File: config.mk
export PLATFORM = sky130hd
export DESIGN_NAME = wb_commit_buffer
export DESIGN_NICKNAME = d
export VERILOG_FILES = /design/src/rtl/wb_commit_buffer.sv
export SDC_FILE = /design/constraint.sdc
export NUM_CORES = 1
export LEC_CHECK = 0
export CORE_ASPECT_RATIO = 0.75
export CORE_MARGIN = 3
export CORE_UTILIZATION = 43
export CTS_CLUSTER_DIAMETER = 120
export DETAILED_ROUTE_END_ITERATION = 16
export PLACE_DENSITY = 0.79
export SLEW_MARGIN = 10
export SYNTH_ARGS = -nofsm -noshare
export SYNTH_HDL_FRONTEND = slang
export SYNTH_SLANG_ARGS = --single-unit
File: constraint.sdc
create_clock -name clk -period 2.4 [get_ports clk]
set_clock_uncertainty 0.1 [all_clocks]
set_input_delay 0.24 -clock clk [delete_from_list [all_inputs] [get_ports clk]]
set_output_delay 0.24 -clock clk [all_outputs]
set_load 0.01 [all_outputs]
File: src/rtl/wb_commit_buffer.sv
// wb_commit_buffer: MEM->WB commit stage. A 2-entry skid buffer holds N-lane
// commit bundles under a valid/ready handshake. Lanes behind an excepting
// lane are squashed on entry. The head entry drives the ctrl view and the
// forwarding view. A retired-instruction counter advances on every pop.
module wb_commit_buffer #(
  parameter int LANES  = 2,
  parameter int DATA_W = 32,
  parameter int REG_AW = 5,
  parameter int CSR_AW = 14,
  parameter int EXC_W  = 7,
  parameter int CNT_W  = 32
) (
  input  logic                      clk,
  input  logic                      rst,
  input  logic                      flush,
  input  logic                      in_valid,
  output logic                      in_ready,
  input  logic [LANES-1:0]          in_lane_valid,
  input  logic [LANES-1:0]          in_reg_we,
  input  logic [LANES*REG_AW-1:0]   in_reg_addr,
  input  logic [LANES*DATA_W-1:0]   in_reg_data,
  input  logic [LANES-1:0]          in_csr_we,
  input  logic [LANES*CSR_AW-1:0]   in_csr_addr,
  input  logic [LANES*DATA_W-1:0]   in_csr_data,
  input  logic [LANES*DATA_W-1:0]   in_pc,
  input  logic [LANES-1:0]          in_exc,
  input  logic [LANES*EXC_W-1:0]    in_ecode,
  output logic                      out_valid,
  input  logic                      out_ready,
  output logic [LANES-1:0]          out_lane_valid,
  output logic [LANES-1:0]          out_reg_we,
  output logic [LANES*REG_AW-1:0]   out_reg_addr,
  output logic [LANES*DATA_W-1:0]   out_reg_data,
  output logic [LANES-1:0]          out_csr_we,
  output logic [LANES*CSR_AW-1:0]   out_csr_addr,
  output logic [LANES*DATA_W-1:0]   out_csr_data,
  output logic [LANES*DATA_W-1:0]   out_pc,
  output logic [LANES-1:0]          out_exc,
  output logic [LANES*EXC_W-1:0]    out_ecode,
  output logic [LANES-1:0]          fwd_we,
  output logic [LANES*REG_AW-1:0]   fwd_addr,
  output logic [LANES*DATA_W-1:0]   fwd_data,
  output logic [CNT_W-1:0]          retired_cnt
);

  typedef struct packed {
    logic [LANES-1:0]        lane_valid;
    logic [LANES-1:0]        reg_we;
    logic [LANES*REG_AW-1:0] reg_addr;
    logic [LANES*DATA_W-1:0] reg_data;
    logic [LANES-1:0]        csr_we;
    logic [LANES*CSR_AW-1:0] csr_addr;
    logic [LANES*DATA_W-1:0] csr_data;
    logic [LANES*DATA_W-1:0] pc;
    logic [LANES-1:0]        exc;
    logic [LANES*EXC_W-1:0]  ecode;
  } bundle_t;

  // Number of lanes that retire: valid and not excepting.
  function automatic logic [CNT_W-1:0] retire_count(input logic [LANES-1:0] lv,
                                                    input logic [LANES-1:0] ex);
    logic [CNT_W-1:0] c;
    c = '0;
    for (int i = 0; i < LANES; i++) begin
      c = c + CNT_W'(lv[i] & ~ex[i]);
    end
    return c;
  endfunction

  bundle_t          head_q, head_d, skid_q, skid_d, sq_s;
  logic             head_valid_q, head_valid_d, skid_valid_q, skid_valid_d;
  logic [CNT_W-1:0] cnt_q, cnt_d;
  logic             accept_s, pop_s;

  assign in_ready = ~skid_valid_q;
  assign accept_s = in_valid & ~skid_valid_q & ~flush;
  assign pop_s    = head_valid_q & out_ready;

  // Ingress squash: kill writes at/after the first excepting lane and r0 writes.
  always_comb begin
    logic seen;
    seen = 1'b0;
    sq_s = '{lane_valid: in_lane_valid, reg_we: in_reg_we, reg_addr: in_reg_addr,
             reg_data: in_reg_data, csr_we: in_csr_we, csr_addr: in_csr_addr,
             csr_data: in_csr_data, pc: in_pc, exc: in_exc, ecode: in_ecode};
    for (int i = 0; i < LANES; i++) begin
      if (!in_lane_valid[i]) begin
        sq_s.reg_we[i] = 1'b0;
        sq_s.csr_we[i] = 1'b0;
        sq_s.exc[i]    = 1'b0;
      end else if (seen) begin
        sq_s.lane_valid[i] = 1'b0;
        sq_s.reg_we[i]     = 1'b0;
        sq_s.csr_we[i]     = 1'b0;
      end else if (in_exc[i]) begin
        sq_s.reg_we[i] = 1'b0;
        sq_s.csr_we[i] = 1'b0;
        seen           = 1'b1;
      end else begin
        sq_s.lane_valid[i] = 1'b1;
      end
      sq_s.reg_we[i] = sq_s.reg_we[i] & (|in_reg_addr[i*REG_AW +: REG_AW]);
    end
  end

  // Next-state for both entries and the retire counter; head payload is kept
  // at zero whenever head is empty so the outputs need no gating.
  always_comb begin
    head_d       = head_q;
    head_valid_d = head_valid_q;
    skid_d       = skid_q;
    skid_valid_d = skid_valid_q;
    cnt_d        = cnt_q;
    if (pop_s) begin
      cnt_d = cnt_q + retire_count(head_q.lane_valid, head_q.exc);
    end else begin
      cnt_d = cnt_q;
    end
    if (flush) begin
      head_d       = '0;
      head_valid_d = 1'b0;
      skid_d       = '0;
      skid_valid_d = 1'b0;
    end else if (!head_valid_q || (pop_s && !skid_valid_q)) begin
      head_d       = accept_s ? sq_s : '0;
      head_valid_d = accept_s;
    end else if (pop_s) begin
      head_d       = skid_q;
      head_valid_d = 1'b1;
      skid_d       = '0;
      skid_valid_d = 1'b0;
    end else if (accept_s) begin
      skid_d       = sq_s;
      skid_valid_d = 1'b1;
    end else begin
      skid_valid_d = skid_valid_q;
    end
  end

  // State registers with synchronous reset.
  always_ff @(posedge clk) begin
    if (rst) begin
      head_q       <= '0;
      head_valid_q <= 1'b0;
      skid_q       <= '0;
      skid_valid_q <= 1'b0;
      cnt_q        <= '0;
    end else begin
      head_q       <= head_d;
      head_valid_q <= head_valid_d;
      skid_q       <= skid_d;
      skid_valid_q <= skid_valid_d;
      cnt_q        <= cnt_d;
    end
  end

  assign out_valid      = head_valid_q;
  assign out_lane_valid = head_q.lane_valid;
  assign out_reg_we     = head_q.reg_we;
  assign out_reg_addr   = head_q.reg_addr;
  assign out_reg_data   = head_q.reg_data;
  assign out_csr_we     = head_q.csr_we;
  assign out_csr_addr   = head_q.csr_addr;
  assign out_csr_data   = head_q.csr_data;
  assign out_pc         = head_q.pc;
  assign out_exc        = head_q.exc;
  assign out_ecode      = head_q.ecode;
  assign fwd_we         = {LANES{head_valid_q}} & head_q.reg_we;
  assign fwd_addr       = head_q.reg_addr;
  assign fwd_data       = head_q.reg_data;
  assign retired_cnt    = cnt_q;

endmodule
==> summary.md <==
| Metric | Value |
|---|---|
| Register-to-register setup slack | `0.05 ns` |
| CTS sink cnt | `538` |
| Worst flop-to-flop path endpoint | `retired_cnt[20]` |
| Clock tree buffer depth | `3` |
| Worst rel slew slack | `69.1%` |
| Worst vdd rail ir drop | `0.000566 V` |
| Power density of the placed cells | `616 nW/um^2` |
| Overall die width | `266 um` |
| TritonCTS clock tree | `yes` |
| Wirelength per Cell | `21.0 um` |
| Most used cells in the layout excluding fill and tap cells | `clkdlybuf4s50_1, dfxtp_1, nor2_1` |
| Initial antenna violation count | `6` |
| Unrepaired setup endpoints after global routing | `yes` |
| Yosys synthesis warning count | `0` |
| Post-route cell area | `30600 um^2` |
| Overall power of the completed layout | `18.9 mW` |
| Required time of the critical path | `around 2.8 ns` |
| Maximum number of pins on one net before global-route repair | `between 60 and 70` |
| Crit-path max FO | `8` |
| Ports | `619` |
| Leading area contributor after synthesis | `dfxtp_1` |
| Share of post-route cells with drive strength above 1 | `15.4%` |
| Number of vias after detailed routing | `20300` |
| Mapped Nets | `approximately 2600` |
| Sequential-to-total area share from yosys stat | `49.6%` |
| Final setup viols | `0` |
| Number of max-slew violations in the final report | `0` |
| Post-Route WL | `between 70000 and 80000 um` |
| Portion of synthesized cell area occupied by the leading cell type | `49.6%` |
| GRT Residual Overflow | `0` |
| Static power due to leakage | `10.7 nW` |
| DP Wirelength | `51000 um` |
| Number of nets in the layout | `3061` |
| Synth Instances | `2303` |
| Sort of element at the end of the critical path | `flip-flop` |
| Per-cell via count in the routed design | `5.83` |
| Post-route clock period utilization | `between 90% and 100%` |
| Critical path data arrival time | `2.76 ns` |
| Via count of the first global-routing pass | `20300` |
| Die outline height | `201 um` |
| Number of flip-flops and latches in the synthesized netlist | `538` |
| Count of antenna-violating nets left after detailed routing | `0` |
| DRC violations left | `0` |
| Smallest hold slack | `0.175 ns` |
| Timing startpoint of the critical path | `out_lane_valid[0]` |
| Length in cells of the worst reg-to-reg path | `7` |
| Slowest cell delay on critical path | `0.61 ns` |
| Clock-pin slew on the worst setup and hold paths | `roughly 0.06 ns` |
| Average footprint of a synthesized cell | `~9.4 um^2` |
| Final weighted congestion of routability-driven global placement | `around 0.9` |
| Most area-consuming cells after synthesis | `dfxtp_1, a22oi_1, mux2_2, nor2_1, clkbuf_1` |
| Placement Cell Area | `28800 um^2` |
| Crit path capture | `retired_cnt[20]` |
| Crit-path most repeated cell | `or4_4` |
| Worst Setup Start Kind | `flip-flop` |
| Outcome | `completed` |
| Mapped cell area | `21700 um^2` |
| Most frequent standard cell in the layout excluding fill and tap cells | `clkdlybuf4s50_1` |
| Area of the die | `53300 um^2` |
| Layout Area Growth over Synthesis | `40.9%` |
| CP max stage cell | `or4_4` |
| Post-route minimum period | `roughly 2.3 ns` |
| Worst-path cell chain | `nor2b_4 -> fa_2 -> ha_4 -> nand4_1 -> or4_4 -> or4_4 -> a21oi_2` |
| Maximum level of the CTS H-tree | `2` |
| Insertion delay to the later sink of the worst-skew pair | `0.58 ns` |
| Starting Density | `44.1%` |
| Core Area | `49300 um^2` |
| First-pass GRT wire length | `approximately 110000 um` |
| Total CTS buffers | `52` |
| Detailed-router iteration count before antenna repair | `7` |
| DRC violation total after the first TritonRoute iteration | `1911` |
| Final worst slack | `0.0540 ns` |
| Max Clk Rate | `0.426 GHz` |
| Crit Reg-Reg Startpoint | `out_lane_valid[0]` |
| Maximum Capacitance Violations | `0` |
| GRT Resource Usage Total | `a little over a quarter` |
| I/O Buffers | `618` |
| Slew at the pin closest to its max-slew limit | `0.464 ns` |
| Min-delay worst type | `in2reg` |
| Site row count | `70` |
| Root cell of the clock tree | `clkbuf_16` |
| Setup slack at placement | `-0.0629 ns` |
| Type of the worst setup path | `reg2reg` |
| Final Hold Fails | `0` |
| Count of different cell masters after synthesis | `45` |
==> per-stage QoR <==
step	std cells	utilization [%]	setup TNS, ns
floorplan	2303	-	0
global placement	3395	58.5	-0.135
detailed placement	3395	58.5	-0.255
CTS	3486	62.0	0
global route	3488	62.1	0
finish	3489	62.1	0
==> per-layer routing <==
layer | global-route usage [%] | part of all wire, % | up-vias
li1 | - | - | 9239
met1 | 31.3 | 39 | 10000
met2 | 44.5 | 49 | 881
met3 | 7.13 | 8.1 | 188
met4 | 9.86 | 3.9 | 8
met5 | 0 | 0.074 | -
==> how the worst min path moves through the flow <==
stage | start | end | slack [ns] | cells after the start
6_report | in_reg_we[1] | out_reg_we[1] | 0.18 | 3
5_1_grt | in_reg_we[1] | skid_q[249] | 0.19 | 3
4_1_cts | in_reg_we[1] | out_reg_we[1] | 0.14 | 3
3_5_place_dp | skid_q[249] | skid_q[249] | 0.36 | 2
3_3_place_gp | skid_q[249] | skid_q[249] | 0.34 | 2
2_1_floorplan | in_reg_we[1] | out_reg_we[1] | 0.29 | 2
==> synthesized netlist by cell type, drive strengths merged <==
cell     count
a211oi       2
a21oi       59
a221oi       2
a22o         1
a22oi      427
a2bb2oi      1
a311oi      33
a31oi        2
a32o         1
a32oi       36
and2         4
and3         1
and3b        2
and4         2
buf        124
clkbuf     169
dfxtp      538
fa           1
ha           1
inv          9
mux2       213
nand2       91
nand2b       2
nand3        9
nand3b       1
nand4       11
nor2       483
nor2b        4
nor3         9
nor3b        1
nor4         2
o211ai       1
o21ai       10
o31ai       11
or2          3
or3          9
or3b         1
or4         17
xnor2        5
xor2         5
==> flip-flops by register name, indices dropped and copies added (netlist names), 10 cells and up <==
name          flops
fwd_addr         10
retired_cnt      32
fwd_data         64
out_csr_data     64
skid_q          252
out_csr_addr     28
out_pc           64
out_ecode        14
==> critical path: cells and delay by family, from the launching register on <==
family,cells,cell delay (ns)
AOI/OAI and AO/OA,1,0.15
adders and majority gates,2,0.36
DFF,1,0.34
and+or+nand+nor,4,1.31
==> cells by family (layout without fill, tap and decap cells) <==
family	count (synthesis)	after routing	share of synthesized area (%)
AO/OA/AOI/OAI	586	586	19.9
XOR/XNOR	10	10	0.403
adder cells (fa/ha/maj)	2	2	0.150
buffers and inverters	302	838	6.70
flip-flops	538	538	49.6
multiplexers	213	213	11.0
other	0	2	0
AND/OR/NAND/NOR	652	652	12.3
==> where the power goes <==
group	switching, mW	total, mW	internal (mW)
Combinational	0.724	1.57	0.848
Clock	3.50	8.22	4.72
Sequential	0.0570	9.07	9.01
Total	4.29	18.9	14.6
==> layout make-up <==
class                      count  area (um^2)
antenna                        2         5.00
clock buffer                  78         1530
clock inverter                13          160
fill                        3789        18700
inverter                       9         33.8
multi-input combinational   1463         9600
sequential                   538        10800
tap                          648          811
timing repair buffer         738         7690
==> timing repair <==
item	4_1_cts	5_1_grt
cloned	0	0
resized for setup	10	12
endpoints found under the setup margin	7	13
buffers inserted	0	2
pin swaps	3	6
hold buffers	0	0
(Power assumes the default switching activity.)
